--- src/rtl/id_ex_skid_reg_if.sv ---
// Valid/ready handshake bundle carrying one decoded instruction between pipeline stages.
// The master drives valid and payload; the slave returns ready.
interface id_ex_skid_reg_if #(
    parameter int XLEN   = 32,
    parameter int REG_W  = 5,
    parameter int CTRL_W = 8
);
    logic              valid;
    logic              ready;
    logic [XLEN-1:0]   rd1, rd2, pc, imm, pcplus4;
    logic [REG_W-1:0]  rd, rs1, rs2;
    logic [CTRL_W-1:0] ctrl;

    modport master (
        output valid, rd1, rd2, pc, imm, pcplus4, rd, rs1, rs2, ctrl,
        input  ready
    );
    modport slave (
        input  valid, rd1, rd2, pc, imm, pcplus4, rd, rs1, rs2, ctrl,
        output ready
    );
endinterface

--- src/rtl/id_ex_skid_reg.sv ---
// ID/EX pipeline register as a 2-entry skid buffer (main + skid) with flush
// and a saturating count of cycles with no valid entry toward execute.
module id_ex_skid_reg #(
    parameter int XLEN   = 32,
    parameter int REG_W  = 5,
    parameter int CTRL_W = 8,
    parameter int CNT_W  = 16
) (
    input  logic             clk,
    input  logic             rst,
    id_ex_skid_reg_if.slave  dec,
    id_ex_skid_reg_if.master exe,
    input  logic             flush,
    output logic [CNT_W-1:0] bubble_cnt
);
    typedef struct packed {
        logic [XLEN-1:0]   rd1, rd2, pc, imm, pcplus4;
        logic [REG_W-1:0]  rd, rs1, rs2;
        logic [CTRL_W-1:0] ctrl;
    } payload_t;

    typedef enum logic [1:0] {EMPTY, BUSY, FULL} state_t;

    state_t   state;
    payload_t main_q, skid_q, in_p;
    logic     ready_q;
    logic     accept, drain;

    assign in_p   = {dec.rd1, dec.rd2, dec.pc, dec.imm, dec.pcplus4,
                     dec.rd, dec.rs1, dec.rs2, dec.ctrl};
    assign accept = dec.valid & ready_q & ~flush;
    assign drain  = exe.valid & exe.ready;

    // Outputs come straight from flops; ready never depends on exe.ready.
    assign dec.ready   = ready_q;
    assign exe.valid   = (state != EMPTY);
    assign exe.rd1     = main_q.rd1;
    assign exe.rd2     = main_q.rd2;
    assign exe.pc      = main_q.pc;
    assign exe.imm     = main_q.imm;
    assign exe.pcplus4 = main_q.pcplus4;
    assign exe.rd      = main_q.rd;
    assign exe.rs1     = main_q.rs1;
    assign exe.rs2     = main_q.rs2;
    assign exe.ctrl    = main_q.ctrl;

    always_ff @(posedge clk or negedge rst) begin
        if (!rst) begin
            state      <= EMPTY;
            main_q     <= '0;
            skid_q     <= '0;
            ready_q    <= 1'b1;
            bubble_cnt <= '0;
        end else begin
            if (state == EMPTY && bubble_cnt != '1)
                bubble_cnt <= bubble_cnt + CNT_W'(1);

            if (flush) begin
                state   <= EMPTY;
                main_q  <= '0;
                skid_q  <= '0;
                ready_q <= 1'b1;
            end else begin
                case (state)
                    EMPTY: begin
                        if (accept) begin
                            main_q <= in_p;
                            state  <= BUSY;
                        end
                    end
                    BUSY: begin
                        if (accept && drain) begin
                            main_q <= in_p;
                        end else if (accept) begin
                            skid_q  <= in_p;
                            state   <= FULL;
                            ready_q <= 1'b0;
                        end else if (drain) begin
                            // Cleared payload makes an invalid slot look like a NOP.
                            main_q <= '0;
                            state  <= EMPTY;
                        end
                    end
                    FULL: begin
                        if (drain) begin
                            main_q  <= skid_q;
                            skid_q  <= '0;
                            state   <= BUSY;
                            ready_q <= 1'b1;
                        end
                    end
                    default: begin
                        state   <= EMPTY;
                        ready_q <= 1'b1;
                    end
                endcase
            end
        end
    end
endmodule
--- src/flat_wrapper.sv ---
// flat-port wrapper written by rule: the top's interface ports become plain ports
module id_ex_skid_reg_flat 
#(
    parameter int XLEN   = 32,
    parameter int REG_W  = 5,
    parameter int CTRL_W = 8,
    parameter int CNT_W  = 16
)
  (clk, rst, flush, bubble_cnt, dec_valid, dec_rd1, dec_rd2, dec_pc, dec_imm, dec_pcplus4, dec_rd, dec_rs1, dec_rs2, dec_ctrl, dec_ready, exe_valid, exe_rd1, exe_rd2, exe_pc, exe_imm, exe_pcplus4, exe_rd, exe_rs1, exe_rs2, exe_ctrl, exe_ready);
  id_ex_skid_reg_if #(.XLEN(XLEN), .REG_W(REG_W), .CTRL_W(CTRL_W)) dec_i ();
  id_ex_skid_reg_if #(.XLEN(XLEN), .REG_W(REG_W), .CTRL_W(CTRL_W)) exe_i ();
  input  logic clk;
  input  logic rst;
  input  logic flush;
  output logic [CNT_W-1:0] bubble_cnt;
  input wire logic [$bits(dec_i.valid)-1:0] dec_valid;
  input wire logic [$bits(dec_i.rd1)-1:0] dec_rd1;
  input wire logic [$bits(dec_i.rd2)-1:0] dec_rd2;
  input wire logic [$bits(dec_i.pc)-1:0] dec_pc;
  input wire logic [$bits(dec_i.imm)-1:0] dec_imm;
  input wire logic [$bits(dec_i.pcplus4)-1:0] dec_pcplus4;
  input wire logic [$bits(dec_i.rd)-1:0] dec_rd;
  input wire logic [$bits(dec_i.rs1)-1:0] dec_rs1;
  input wire logic [$bits(dec_i.rs2)-1:0] dec_rs2;
  input wire logic [$bits(dec_i.ctrl)-1:0] dec_ctrl;
  output wire logic [$bits(dec_i.ready)-1:0] dec_ready;
  output wire logic [$bits(exe_i.valid)-1:0] exe_valid;
  output wire logic [$bits(exe_i.rd1)-1:0] exe_rd1;
  output wire logic [$bits(exe_i.rd2)-1:0] exe_rd2;
  output wire logic [$bits(exe_i.pc)-1:0] exe_pc;
  output wire logic [$bits(exe_i.imm)-1:0] exe_imm;
  output wire logic [$bits(exe_i.pcplus4)-1:0] exe_pcplus4;
  output wire logic [$bits(exe_i.rd)-1:0] exe_rd;
  output wire logic [$bits(exe_i.rs1)-1:0] exe_rs1;
  output wire logic [$bits(exe_i.rs2)-1:0] exe_rs2;
  output wire logic [$bits(exe_i.ctrl)-1:0] exe_ctrl;
  input wire logic [$bits(exe_i.ready)-1:0] exe_ready;
  assign dec_i.valid = dec_valid;
  assign dec_i.rd1 = dec_rd1;
  assign dec_i.rd2 = dec_rd2;
  assign dec_i.pc = dec_pc;
  assign dec_i.imm = dec_imm;
  assign dec_i.pcplus4 = dec_pcplus4;
  assign dec_i.rd = dec_rd;
  assign dec_i.rs1 = dec_rs1;
  assign dec_i.rs2 = dec_rs2;
  assign dec_i.ctrl = dec_ctrl;
  assign dec_ready = dec_i.ready;
  assign exe_valid = exe_i.valid;
  assign exe_rd1 = exe_i.rd1;
  assign exe_rd2 = exe_i.rd2;
  assign exe_pc = exe_i.pc;
  assign exe_imm = exe_i.imm;
  assign exe_pcplus4 = exe_i.pcplus4;
  assign exe_rd = exe_i.rd;
  assign exe_rs1 = exe_i.rs1;
  assign exe_rs2 = exe_i.rs2;
  assign exe_ctrl = exe_i.ctrl;
  assign exe_i.ready = exe_ready;
  id_ex_skid_reg #(.XLEN(XLEN), .REG_W(REG_W), .CTRL_W(CTRL_W), .CNT_W(CNT_W)) u_core (.clk(clk), .rst(rst), .dec(dec_i), .exe(exe_i), .flush(flush), .bubble_cnt(bubble_cnt));
endmodule
--- config.mk ---
export PLATFORM = sky130hd
export DESIGN_NAME = id_ex_skid_reg_flat
export DESIGN_NICKNAME = d
export VERILOG_FILES = /design/src/rtl/id_ex_skid_reg_if.sv /design/src/rtl/id_ex_skid_reg.sv /design/src/flat_wrapper.sv
export SDC_FILE = /design/constraint.sdc
export NUM_CORES = 1
export LEC_CHECK = 0
export ABC_AREA = 1
export ABC_CLOCK_PERIOD_IN_PS = 3100
export BUFFER_PORTS_ARGS = -buffer_cell sky130_fd_sc_hd__buf_4
export CAP_MARGIN = 30
export CELL_PAD_IN_SITES_DETAIL_PLACEMENT = 0
export CELL_PAD_IN_SITES_GLOBAL_PLACEMENT = 1
export CORE_UTILIZATION = 43
export CTS_BUF_LIST = sky130_fd_sc_hd__clkbuf_8
export DETAILED_ROUTE_END_ITERATION = 10
export GPL_ROUTABILITY_DRIVEN = 0
export PLACE_DENSITY = 0.92
export SETUP_SLACK_MARGIN = 0.05
export SYNTH_ARGS = -nofsm -noshare
export SYNTH_HDL_FRONTEND = slang
export SYNTH_SLANG_ARGS = --single-unit
--- constraint.sdc ---
create_clock -name clk -period 3.1 [get_ports clk]
set_input_delay 0.31 -clock clk [delete_from_list [all_inputs] [get_ports clk]]
set_output_delay 0.31 -clock clk [all_outputs]
set_load 0.05 [all_outputs]
==> metrics.cfg <==
[synthesis]
yosysTopAreaCellShare = 0.5498
synth.most_common_cell = nand2_1
synth_cells = 2354
synth_seq_area_share = 0.5513
synth_cell_types = 18
synth_fa_ha_area_frac = 0.003579
synth-xor-area-share = 0.002004
synth.area.top_cells = dfrtp_1, nand2_1, o21ai_0
synth_warnings = 0
yosysTopAreaCell = dfrtp_1
ys.flop_type = dfrtp_1
async_reset_ff_frac = 1.000
synth_compound_area_frac = 0.05698
synth_top_family_by_area = simple AND/OR/NAND/NOR gates
synth_area_per_cell_um2 = 7.425
ys_ff_latch = 385
yosys-top-cells-count = nand2_1, dfrtp_1, o21ai_0, buf_2, clkbuf_1
synth_simple_gate_area_share = 0.3441
synthMuxAreaShare = 0
synth_edf_count = 0
syn-cell-area_um2 = 17480
synth_nets = 2547

[setup_path]
regToRegSetupSlack_ns = 0.64
critPathArrivalTime_ns = 2.89
cp.required_ns = 3.53
path_max_fanout = 198
r2r_end = u_core.skid_q[55]
end_kind = flip-flop
reg2reg_depth = 9
crit_path_start_kind = flip-flop
r2r_start = u_core.state[0]
critical_path_class = flip-flop to flip-flop

[route]
highest_layer = met5
routed-wl-met3_um = 3284
via_per_inst = 4.865
vias = 16790
drt_first_iter_violations = 1231
avgRoutedWirePerCell_um = 15.45
detail-route-antenna-nets = 0
dr.pass1.iters = 7
drc = 0
wl_met2_um = 25110
drt_wl_total_um = 53330
wl_met1_um = 23360

[final_layout]
area_growth_pct = 37.35
drive_above_1_share = 0.1763
seqCellArea_um2 = 9635
design_area_um2 = 24010
multi_input_area_um2 = 7138
fin_nets = 3074
n_fill_cell = 3543

[placed_design]
place_area_um2 = 20860
dp.final_hpwl_um = 32290
port_buffers = 388

[floorplan]
rows = 73
fp.dieH_um = 203.6
start_util = 0.4379
dieArea_um2 = 41460
coreArea_um2 = 39910
die_x_um = 203.6
io_pins = 389

[hold_path]
hold_class = input port to flip-flop
hold_end = u_core.exe.pcplus4[10]
hold_depth = 5
min-delay-start = dec_pcplus4[10]

[clock_network]
insertion_delay_ns = 0.60
cts_buffers = 68
path_clk_slew_ns = 0.06
cts_buffer_depth = 3
cts_resized = 0
clock-sinks = 385
cts_tree = yes
htreeDepth = 3
cts-root-buf = clkbuf_8

[grt]
antenna_found_initial = 3
grt_pass1_vias = 16310
grt_util_all_layers = 0.2596
grt_pass1_wl_um = 86030
grt_max_degree = 199
grt_remaining_overflow = 0

[flow_run]
maxCapViolations = 0

[sta]
finalSetupViolations = 0
post-route-period-util = 0.7940
tightest_slew_ns = 0.8972
rsz0062_at_grt = false
fin_setup_tns_ns = 0
finalHoldViolations = 0
slew_headroom = 0.4018
clock_skew_ns = 0.02622
fin_crit_ns = 2.461
slew_viol_final = 0
fmax_ghz = 0.4063

[status]
outcome = finished clean

[power_and_ir_drop]
p_leak_nw = 13.06
peakVddDrop_v = 0.0008177
p_per_area_nw_per_um2 = 1039
p_total_w = 0.02494

## cells in the final DEF, fill, tap and decap left out, types with 3 or more instances in the layout
cell type | netlist | final
nand2_1 | 1553 | 1551
buf_4 | 0 | 400
dfrtp_1 | 384 | 384
dlygate4sd3_1 | 0 | 183
o21ai_0 | 171 | 171
clkbuf_8 | 0 | 85
inv_1 | 22 | 46
o21ai_1 | 28 | 28
nor2_1 | 24 | 22
buf_12 | 0 | 14
nand3_1 | 10 | 10
nand4_1 | 5 | 5
ha_1 | 5 | 5
inv_2 | 3 | 3
clkinv_2 | 0 | 3
## through the flow
step	setup WS, ns	util	instances	hold slack, ns
2_1_floorplan	1.085	-	2354	0.01441
3_3_place_gp	0.7990	0.5218	3152	0.3880
3_5_place_dp	0.6763	0.5225	3153	0.3908
4_1_cts	0.6623	0.6014	3451	0.003888
5_1_grt	0.4140	0.6014	3452	0.03267
6_report	0.6386	0.6014	3452	0.06095
## repair_timing
action                                 4_1_cts  5_1_grt
endpoints found under the hold margin      411        0
buffers inserted                             0        0
hold buffers                               183        0
## registers in the layout, indices dropped and copies added, names as in the netlist
name and flops:
u_core.exe.rd 5, u_core.bubble_cnt 16, u_core.exe.pc 32, u_core.exe.rs1 5, u_core.exe.rs2 5, u_core.exe.rd2 32, u_core.skid_q 183, u_core.exe.ctrl 8
u_core.dec.ready 1, u_core.exe.rd1 32, u_core.state 2, u_core.exe.imm 32, u_core.exe.pcplus4 32
## worst max-delay path by stage
stage,startpoint,end,slack [ns],cells after the start
after floorplan,u_core.bubble_cnt[1],u_core.bubble_cnt[5],1.09,8
after global placement,u_core.state[0],u_core.skid_q[100],0.80,9
after detailed placement,u_core.state[0],u_core.skid_q[55],0.68,9
after CTS,u_core.state[0],u_core.skid_q[55],0.66,9
after global routing,u_core.state[0],u_core.skid_q[172],0.41,9
final,u_core.state[0],u_core.skid_q[55],0.64,9
## routing by layer
layer / vias to the layer above / global-route usage
met5: - / 0
met4: 4 / 0.1012
met3: 106 / 0.04986
met2: 562 / 0.4144
met1: 7868 / 0.3490
li1: 8253 / -
## power breakdown
group          leakage (nW)  switching [W]  internal [W]
Combinational          7.21        0.00866       0.00326
Clock                 0.770        0.00206       0.00253
Sequential             5.07        0.00134       0.00708
Total                  13.1         0.0121        0.0129
## cell families after synthesis
kind of cell / count (synthesis)
AOI/OAI and AO/OA: 199
xor gates and xnor gates: 4
adders and majority gates: 5
buffers and inverters: 167
DFF: 385
and+or+nand+nor: 1594
## area by class of cell
type | count | area share
diodes | 1 | 0.0001042
clock buffers | 85 | 0.04873
clock inverters | 30 | 0.006098
inverters | 25 | 0.004118
multi-input cells | 1802 | 0.2974
flip-flops and latches | 385 | 0.4014
well taps | 525 | 0.02736
repair buffers | 599 | 0.2148
## worst max-delay path, stage by stage, from the launching register on
cell	delay [ns]
dfrtp_1	0.40
inv_1	0.10
ha_1	0.25
inv_2	0.10
nand2_1	0.09
inv_1	0.06
nand3_1	0.17
nand4_1	0.26
buf_12	0.48
o21ai_0	0.22
No activity file was read; power rests on OpenSTA's default activity.
